===== config.mk =====
export PLATFORM = sky130hd
export DESIGN_NAME = enemy_formation
export DESIGN_NICKNAME = d
export VERILOG_FILES = /design/src/rtl/enemy_formation.sv
export SDC_FILE = /design/constraint.sdc
export NUM_CORES = 1
export LEC_CHECK = 0
export BUFFER_PORTS_ARGS = -buffer_cell sky130_fd_sc_hd__buf_2
export CAP_MARGIN = 20
export CELL_PAD_IN_SITES_DETAIL_PLACEMENT = 0
export CELL_PAD_IN_SITES_GLOBAL_PLACEMENT = 2
export CORE_ASPECT_RATIO = 0.5
export CORE_MARGIN = 2
export CORE_UTILIZATION = 32
export CTS_CLUSTER_DIAMETER = 100
export DETAILED_ROUTE_END_ITERATION = 10
export GPL_TIMING_DRIVEN = 1
export PLACE_DENSITY = 0.77
export SKIP_LAST_GASP = 1
export SYNTH_ARGS = -nofsm -noshare
export SYNTH_HDL_FRONTEND = slang
export SYNTH_SLANG_ARGS = --single-unit
export TNS_END_PERCENT = 5

===== constraint.sdc =====
create_clock -name clk_i -period 7.45 [get_ports clk_i]
set_input_delay 0.3725 -clock clk_i [delete_from_list [all_inputs] [get_ports clk_i]]
set_output_delay 0.3725 -clock clk_i [all_outputs]
set_load 0.05 [all_outputs]

===== src/rtl/enemy_formation.sv =====
// Invader formation: a ROWS_P x COLS_P grid that marches as one rigid block,
// drops and reverses at the screen edges, speeds up as ships die, and
// reports its live bounding box and landed/cleared status.
module enemy_formation #(
  parameter int          ROWS_P        = 3,
  parameter int          COLS_P        = 8,
  parameter logic [9:0]  SHIP_W_P      = 10'd30,
  parameter logic [9:0]  SHIP_H_P      = 10'd16,
  parameter logic [9:0]  COL_PITCH_P   = 10'd45,
  parameter logic [9:0]  ROW_PITCH_P   = 10'd30,
  parameter logic [9:0]  START_X_P     = 10'd40,
  parameter logic [9:0]  START_Y_P     = 10'd40,
  parameter logic [9:0]  LEFT_BOUND_P  = 10'd10,
  parameter logic [9:0]  RIGHT_BOUND_P = 10'd629,
  parameter logic [9:0]  LAND_Y_P      = 10'd440,
  parameter logic [9:0]  STEP_P        = 10'd10,
  parameter logic [9:0]  DROP_P        = 10'd10,
  parameter int          FRAMES_P      = 30,
  parameter int          FAST_FRAMES_P = 8,
  parameter int          FAST_ALIVE_P  = 4,
  parameter logic [11:0] color_p       = 12'hFFF
) (
  input  logic                     clk_i,
  input  logic                     reset_i,
  input  logic                     frame_i,
  input  logic                     start_i,
  input  logic                     hit_valid_i,
  input  logic [2:0]               hit_row_i,
  input  logic [3:0]               hit_col_i,
  output logic                     hit_ack_o,
  output logic [ROWS_P*COLS_P-1:0] alive_o,
  output logic [7:0]               alive_count_o,
  output logic [9:0]               origin_x_o,
  output logic [9:0]               origin_y_o,
  output logic [9:0]               box_left_o,
  output logic [9:0]               box_right_o,
  output logic [9:0]               box_bot_o,
  output logic                     moving_right_o,
  output logic                     landed_o,
  output logic                     cleared_o,
  output logic [3:0]               enemy_red_o,
  output logic [3:0]               enemy_green_o,
  output logic [3:0]               enemy_blue_o
);

  localparam int N     = ROWS_P * COLS_P;
  localparam int MAXF  = (FRAMES_P > FAST_FRAMES_P) ? FRAMES_P : FAST_FRAMES_P;
  localparam int CNT_W = $clog2(MAXF + 1);

  typedef enum logic [2:0] {S_IDLE, S_RIGHT, S_LEFT, S_LANDED, S_CLEARED} state_t;

  typedef struct packed {
    logic [9:0] left;
    logic [9:0] right;
    logic [9:0] bot;
  } box_t;

  state_t             state_q, state_d;
  logic [9:0]         ox_q, oy_q, ox_d, oy_d;
  logic [N-1:0]       alive_q, alive_d;
  logic [CNT_W-1:0]   cnt_q, cnt_d, period;
  logic               ack_q, ack_d, mr_q;
  logic               marching, terminal, reload, tick, drop, hit_ok;
  int                 hit_idx;
  box_t               box_cur, box_nxt;

  // Live bounding box of a given alive mask placed at a given origin; all
  // zero when nothing is alive.
  function automatic box_t calc_box(input logic [N-1:0] a,
                                    input logic [9:0] ox, input logic [9:0] oy);
    box_t b;
    int   cmin, cmax, rmax;
    logic any;
    cmin = COLS_P - 1;
    cmax = 0;
    rmax = 0;
    any  = 1'b0;
    for (int r = 0; r < ROWS_P; r++) begin
      for (int c = 0; c < COLS_P; c++) begin
        if (a[r*COLS_P+c]) begin
          any = 1'b1;
          if (c < cmin) cmin = c;
          if (c > cmax) cmax = c;
          if (r > rmax) rmax = r;
        end
      end
    end
    if (any) begin
      b.left  = ox + 10'(cmin) * COL_PITCH_P;
      b.right = ox + 10'(cmax) * COL_PITCH_P + SHIP_W_P - 10'd1;
      b.bot   = oy + 10'(rmax) * ROW_PITCH_P + SHIP_H_P - 10'd1;
    end else begin
      b = '0;
    end
    return b;
  endfunction

  // Population count of the alive mask.
  always_comb begin
    alive_count_o = '0;
    for (int i = 0; i < N; i++) alive_count_o = alive_count_o + 8'(alive_q[i]);
  end

  assign marching = (state_q == S_RIGHT) || (state_q == S_LEFT);
  assign terminal = (state_q == S_LANDED) || (state_q == S_CLEARED);
  assign reload   = terminal && start_i;
  assign period   = (alive_count_o <= 8'(FAST_ALIVE_P)) ? CNT_W'(FAST_FRAMES_P)
                                                         : CNT_W'(FRAMES_P);
  // ">=" so a freshly shortened period fires on the next frame.
  assign tick     = marching && frame_i && (cnt_q >= period - CNT_W'(1));
  assign box_cur  = calc_box(alive_q, ox_q, oy_q);
  // Edge decision is made on the pre-hit box.
  assign drop     = tick && (((state_q == S_RIGHT) && (box_cur.right + STEP_P > RIGHT_BOUND_P)) ||
                             ((state_q == S_LEFT)  && (box_cur.left < LEFT_BOUND_P + STEP_P)));
  assign hit_idx  = int'(hit_row_i) * COLS_P + int'(hit_col_i);
  assign hit_ok   = hit_valid_i && (state_q != S_IDLE) && !reload &&
                    (int'(hit_row_i) < ROWS_P) && (int'(hit_col_i) < COLS_P) &&
                    alive_q[hit_idx];

  // Next origin, alive mask, frame counter and hit acknowledge.
  always_comb begin
    ox_d    = ox_q;
    oy_d    = oy_q;
    alive_d = alive_q;
    cnt_d   = cnt_q;
    ack_d   = hit_ok;
    if (reload) begin
      ox_d    = START_X_P;
      oy_d    = START_Y_P;
      alive_d = '1;
      cnt_d   = '0;
    end else begin
      if (marching && frame_i) cnt_d = tick ? '0 : cnt_q + CNT_W'(1);
      if (drop)                         oy_d = oy_q + DROP_P;
      else if (tick && state_q == S_RIGHT) ox_d = ox_q + STEP_P;
      else if (tick && state_q == S_LEFT)  ox_d = ox_q - STEP_P;
      if (hit_ok) alive_d[hit_idx] = 1'b0;
    end
  end

  assign box_nxt = calc_box(alive_d, ox_d, oy_d);

  // Datapath registers.
  always_ff @(posedge clk_i) begin
    if (reset_i) begin
      ox_q    <= START_X_P;
      oy_q    <= START_Y_P;
      alive_q <= '1;
      cnt_q   <= '0;
      ack_q   <= 1'b0;
      mr_q    <= 1'b1;
    end else begin
      ox_q    <= ox_d;
      oy_q    <= oy_d;
      alive_q <= alive_d;
      cnt_q   <= cnt_d;
      ack_q   <= ack_d;
      mr_q    <= moving_right_o;
    end
  end

  // State register.
  always_ff @(posedge clk_i) begin
    if (reset_i) state_q <= S_IDLE;
    else         state_q <= state_d;
  end

  // Next state: marching direction, then cleared/landed on the updated view.
  always_comb begin
    state_d = state_q;
    case (state_q)
      S_IDLE: if (start_i) state_d = S_RIGHT;
      S_RIGHT, S_LEFT: begin
        if (drop) state_d = (state_q == S_RIGHT) ? S_LEFT : S_RIGHT;
        if (alive_d == '0)                state_d = S_CLEARED;
        else if (box_nxt.bot >= LAND_Y_P) state_d = S_LANDED;
      end
      S_LANDED, S_CLEARED: if (start_i) state_d = S_RIGHT;
      default: state_d = S_IDLE;
    endcase
  end

  // Outputs decoded from state; direction holds through terminal states.
  always_comb begin
    landed_o  = (state_q == S_LANDED);
    cleared_o = (state_q == S_CLEARED);
    case (state_q)
      S_IDLE, S_RIGHT: moving_right_o = 1'b1;
      S_LEFT:          moving_right_o = 1'b0;
      default:         moving_right_o = mr_q;
    endcase
  end

  assign hit_ack_o     = ack_q;
  assign alive_o       = alive_q;
  assign origin_x_o    = ox_q;
  assign origin_y_o    = oy_q;
  assign box_left_o    = box_cur.left;
  assign box_right_o   = box_cur.right;
  assign box_bot_o     = box_cur.bot;
  assign enemy_red_o   = color_p[11:8];
  assign enemy_green_o = color_p[7:4];
  assign enemy_blue_o  = color_p[3:0];

endmodule

# Yosys cells after proc, flatten, opt, wreduce, memory -nomap -nowiden
# Index checks and enable logic that the tools add are counted.
op_classes:
  n_reduce_logical: 26
  multipliers: 4
  n_mux: 226
  bitwise_logic: 2
  add_sub_neg: 40
  magnitude_cmp: 84
  n_eq_ne: 6
op_table:
  columns: ["cell", "n"]
  rows:
  - ["$mux W32", 142]
  - ["$gt A3 B32 Y1 const A", 22]
  - ["$gt A2 B32 Y1 const A", 16]
  - ["$gt A4 B32 Y1 const A", 12]
  - ["$lt A4 B32 Y1 const A", 12]
  - ["$lt A3 B32 Y1 const A", 6]
  - ["$mux W10", 15]
  - ["$add A8 B1 Y8", 16]
  - ["$lt A2 B32 Y1 const A", 3]
  - ["$gt A1 B32 Y1 const A", 2]
  - ["$lt A1 B32 Y1 const A", 2]
  - ["$mux W1", 54]
  - ["$mux W24", 2]
  - ["$add A10 B10 Y10", 4]
  - ["$add A10 B4 Y10 const B", 3]
  - ["$add A10 B5 Y10 const B", 3]
  - ["$mux W30", 1]
  - ["$sub A10 B1 Y10 const B", 3]
  - ["$and A24 B24 Y24", 1]
  - ["$logic_not A24 Y1", 1]
  - ["$not A24 Y24", 1]
  - ["$mul A10 B4 Y9 const B", 2]
  - ["$mul A10 B6 Y10 const B", 2]
  - ["$mux W3", 5]
  - ["39 further kinds", 58]
totals:
  input_bits: 12
  reg_bits: 54
  wordCells: 395

# Logic depth before layout (Yosys ltp)
logic_depth:
  word_depth: 88
  ltp_mapped: 41
  depth_no_buf: 41

# Worst setup path before layout
# OpenSTA, ideal clock, no wires.
synth_path:
  kind: "register -> register"
  start: "register alive_q[3] (netlist: alive_o[3])"
  end: "register state_q[0]"
  setup_ns: 0.136
  t_required_ns: 7.314
  path_stages_with_launch: 34
  period_less_slack_ns: 9.112
  arrival_ns: 8.976
  path_slack_ns: -1.662
  n_path_buf: 0
  path_cell_list: "dfxtp_1 > fa_1 > fa_1 > fa_1 > fa_1 > inv_1 > fa_1 > inv_1 > ha_1 > inv_1 > fa_1 > xnor2_1 > a211oi_1 > ha_1 > nand2_1 > o21bai_1 > a21oi_1 > or3_1 > o31ai_2 > nand2b_1 > xnor2_1 > and2_1 > ha_1 > inv_1 > ha_1 > nor2b_1 > o21ai_0 > nand2b_1 > a21oi_1 > o21bai_1 > a221o_1 > o21ai_1 > xor2_1 > a311oi_2"
synth_between:
  word_cells_on_any_way: 274
  cone_classes: "add/sub (30); mul (3); order compare (60); eq/ne (1); mux (171); bitwise (1); reduce/logical (8)"
synth_lines:
  columns: ["item", "line", "text"]
  rows:
  - ["from (decl)", "60", "logic [N-1:0] alive_q, alive_d;"]
  - ["from (signal assigned)", "155", "alive_q <= alive_d;"]
  - ["$add A3 B1 Y4 (*)", "101", "for (int i = 0; i < N; i++) alive_count_o = alive_count_o + 8'(alive_q[i]);"]
  - ["$add A4 B1 Y5 (*)", "101", null]
  - ["$add A5 B1 Y6 (*)", "101", null]
  - ["$add A6 B1 Y7 (*)", "101", null]
  - ["$add A7 B1 Y8 (*)", "101", null]
  - ["$add A8 B1 Y8 (*) (16 in a row)", "101", null]
  - ["net alive_count_o[2]", "32", "output logic [7:0] alive_count_o,"]
  - ["$le A8 B3 Y1 (*)", "107", "assign period = (alive_count_o <= 8'(FAST_ALIVE_P)) ? CNT_W'(FAST_FRAMES_P)"]
  - ["(+7 left out)", null, null]
  - ["$add A10 B10 Y10", "91", "b.bot = oy + 10'(rmax) * ROW_PITCH_P + SHIP_H_P - 10'd1;"]
  - ["$add A10 B5 Y10", "91", null]
  - ["$sub A10 B1 Y10", "91", null]
  - ["$mux W10", "88", "if (any) begin"]
  - ["$ge A10 B9 Y1", "176", "else if (box_nxt.bot >= LAND_Y_P) state_d = S_LANDED;"]
  - ["$mux W3", "176", null]
  - ["$mux W3", "175", "if (alive_d == '0) state_d = S_CLEARED;"]
  - ["$pmux W3 S2", "171", "case (state_q)"]
  - ["to (signal assigned)", "165", "else state_q <= state_d;"]
  - ["to (decl)", "58", "state_t state_q, state_d;"]
# The timed path passes the listed nets; every way through them passes the cells marked *. The select of a mux whose other input is x is not followed.
# A chain may end at the register's enable or synchronous reset.

# Final worst setup path
layout_path:
  start: "register alive_q[19] (netlist: alive_o[19])"
  end: "register state_q[0]"
layout_between:
  elab_chain_cells: 61
  word_cells_on_any_way: 146
  cone_classes: "add/sub (14); mul (3); order compare (28); eq/ne (1); mux (91); bitwise (1); reduce/logical (8)"
layout_rtl:
  columns: ["item", "line", "text"]
  rows:
  - ["$bmux W1 S5", "118", "alive_q[hit_idx];"]
  - ["$mux W1 (implied by the code) (2 in a row)", "118", null]
  - ["$logic_and A1 B1 Y1", "117", "(int'(hit_row_i) < ROWS_P) && (int'(hit_col_i) < COLS_P) &&"]
  - ["$mux W24", "137", "if (hit_ok) alive_d[hit_idx] = 1'b0;"]
  - ["$mux W24", "127", "if (reload) begin"]
  - ["$mux W1", "80", "if (a[r*COLS_P+c]) begin"]
  - ["$gt A2 B32 Y1", "84", "if (r > rmax) rmax = r;"]
  - ["$mux W32", "84", null]
  - ["(+44 left out)", null, null]
  - ["$add A10 B10 Y10", "91", null]
  - ["$add A10 B5 Y10", "91", null]
  - ["$sub A10 B1 Y10", "91", null]
  - ["$mux W10", "88", null]
  - ["$ge A10 B9 Y1", "176", null]
  - ["$mux W3", "176", null]
  - ["$mux W3", "175", null]
  - ["$pmux W3 S2", "171", null]
# Parallel ways exist; a longest one is shown, timed or not. The select of a mux whose other input is x is not followed.

==> results.yml <==
detailed_routing:
  drcViolationCount: 0
  via_per_inst: 5.02
  ant_nets: 0
  num_vias: 6703
  wire_per_inst_um: 16.5
  finalWirelength_mm: 22.0
  drt_iter0_drc: 373
  firstDrtPassIters: 5
power:
  ir_drop_mv: 0.0887
  totalPowerFinal_mw: 0.630
  power.density_mw_per_mm2: 71.1
  power.leakage_nw: 4.26
cts:
  cts_tree: "built"
  numClockSinks: 53
  clkLatencyLatePin_ns: 0.30
  clockBufferDepth: 2
  htreeDepth: 2
  clk_pin_slew_ns: 0.07
  holdBufCountCts: 0
  cts_inserted_buffers: 5
  clockRootBuffer: "clkbuf_16"
worst_setup_path:
  worstSetupStartpointType: "flop"
  reg2reg_to: "state_q[0]$_SDFFE_PP0P_"
  r2r_cells: 37
  cp-end-kind: "flop"
  worstPathMaxFanout: 6
  r2r_start: "alive_o[19]$_SDFF_PP1_"
  max_stage_delay_ns: 0.52
  rrSetupSlack_ns: -0.61
  path_class: "reg -> reg"
  crit_end: "state_q[0]$_SDFFE_PP0P_"
  cp_slowest_cell: "fa_1"
  arrival_ns: 8.24
  path_common_cell: "inv_1"
  required_ns: 7.62
  crit_start: "alive_o[19]$_SDFF_PP1_"
timing:
  post-route-min-period_ns: 8.06
  hold_viol: 0
  clock_skew_ns: 0.00399
  setup_viol: 3
  drv_slew: 0
  rsz0062_at_grt: "true"
  fmax_mhz: 124
  setup_ws_ns: -0.614
  worstMarginPinSlew_ns: 0.823
  max_slew_margin: 0.446
  finalCritPeriodShare: 1.08
global_route:
  grt_pass1_wl_mm: 35.1
  grt_usage: 0.196
  antenna_found_initial: 0
  grt-ovfl-total: 0
  grt_max_degree: 27
  grt_pass1_vias: 6565
cells_and_area:
  drive_gt1_frac: 0.273
  final_common_cell: "buf_4"
  mostFrequentLayoutCells: "buf_4, inv_1, ha_1"
  area_growth_pct: 27.0
  nets: 1179
  finalNonFillerCells: 1335
  fin_area_mm2: 0.00886
  num_antenna_cells: 0
floorplanning:
  start_util: 0.324
  die_area_mm2: 0.0231
  die_w_um: 213
  die_h_um: 108
  core_region_area_mm2: 0.0215
  rows: 38
  io_pins: 110
outcome:
  outcome: "finished with violations"
  violations: "negative setup slack"
place:
  dp_hpwl_mm: 18.2
  portBuffers: 93
  dpl.cell_count: 1326
  post_dp_cell_area_mm2: 0.00866
  place.gp.congestion: 0.870
synthesis:
  ys_ff_latch: 53
  syn_avg_cell_area_um2: 8.32
  synth_cells: 839
  yosysSeqAreaShare: 0.152
  synth-async-reset-ratio: 0
  synth-edff-count: 0
  yosys.cell_types.count: 86
  synthesis.area_mm2: 0.00698
  synth_warnings: 0
  synthFlopType: "dfxtp_1"
hold_path:
  hold_class: "in -> reg"
job:
  maxCapViolCount: 0
worst min-delay path by stage:
stage | from | endpoint | cells after the start
after global routing | reset_i | origin_y_o[9]$_SDFF_PP0_ | 2
final | reset_i | origin_y_o[2]$_SDFF_PP0_ | 2
after floorplan | cnt_q[1]$_SDFFE_PP0P_ | cnt_q[1]$_SDFFE_PP0P_ | 2
after global placement | cnt_q[1]$_SDFFE_PP0P_ | cnt_q[1]$_SDFFE_PP0P_ | 2
after detailed placement | cnt_q[1]$_SDFFE_PP0P_ | cnt_q[1]$_SDFFE_PP0P_ | 2
after CTS | reset_i | origin_y_o[2]$_SDFF_PP0_ | 2
synthesized netlist by cell type, types with 17 or more instances:
master,count,area share
a21oi_1,34,0.024
nor3_1,25,0.018
ha_1,103,0.18
a21o_1,21,0.023
xnor2_1,31,0.039
fa_1,30,0.086
buf_4,18,0.019
o21ai_0,30,0.022
xor2_1,17,0.021
dfxtp_1,53,0.15
nand2_1,58,0.031
inv_1,102,0.055
nor2_1,69,0.037
sequential cells by signal, indices dropped and copies added, names as in the netlist:
signal,count
alive_o,24
cnt_q,5
hit_ack_o,1
mr_q,1
origin_x_o,9
origin_y_o,10
state_q,3
critical path, delay by kind of cell (launching register included):
family	cells	cell delay, ns
simple gates	5	0.88
buf+inv	8	0.56
fa+ha+maj	10	3.71
xor+xnor	3	0.52
compound gates	11	1.93
flops	1	0.35
report_power, final:
group / switching, mW / internal [mW] / leakage (nW) / total (mW)
clock: 0.117 / 0.169 / 0.0841 / 0.285
combinational: 0.0476 / 0.0149 / 3.74 / 0.0626
sequential: 0.00205 / 0.280 / 0.426 / 0.282
timing repair:
action / 4_1_cts / 5_1_grt
buffers inserted: 0 / 1
endpoints found under the setup margin: 3 / 5
resized for setup: 0 / 7
pin swaps: 0 / 9
routing by layer:
| metal | GRT usage | share of wire | wire [um] | vias up |
|---|---|---|---|---|
| met4 | 0.0425 | 0.017 | 364 | 0 |
| met5 | 0 | 0 | 0 | - |
| met2 | 0.333 | 0.46 | 10100 | 142 |
| met3 | 0.0189 | 0.028 | 606 | 31 |
| li1 | - | - | - | 3305 |
| met1 | 0.271 | 0.50 | 10900 | 3225 |
cells by family (layout without fill, tap and decap cells):
family / Yosys count / after routing / share of synthesized area
and+or+nand+nor: 271 / 271 / 0.207
adders and majority gates: 134 / 134 / 0.272
xor gates and xnor gates: 48 / 48 / 0.0603
AOI/OAI and AO/OA: 177 / 177 / 0.185
DFF: 53 / 53 / 0.152
muxes: 14 / 14 / 0.0334
buffers and inverters: 140 / 322 / 0.0884
other: 2 / 16 / 0.00108
metrics by stage:
step           setup WS, ns  hold slack [ns]   util  setup TNS, ns
2_1_floorplan        -0.398            0.466      -         -0.775
3_3_place_gp         -0.355            0.491  0.402         -0.690
3_5_place_dp         -0.541            0.507  0.402          -1.06
4_1_cts              -0.567            0.449  0.410          -1.17
5_1_grt               -1.03            0.471  0.412          -2.76
6_report             -0.614            0.448  0.412          -1.22
cell type report:
cell class / count / area [um2]
clock buffers: 7 / 143
clock inverters: 1 / 30.0
fillers: 2225 / 12700
inverters: 102 / 383
multi-input cells: 660 / 5470
flip-flops and latches: 53 / 1100
well taps: 300 / 375
repair buffers: 212 / 1360
Note: power is estimated with default switching activity, not from simulation.
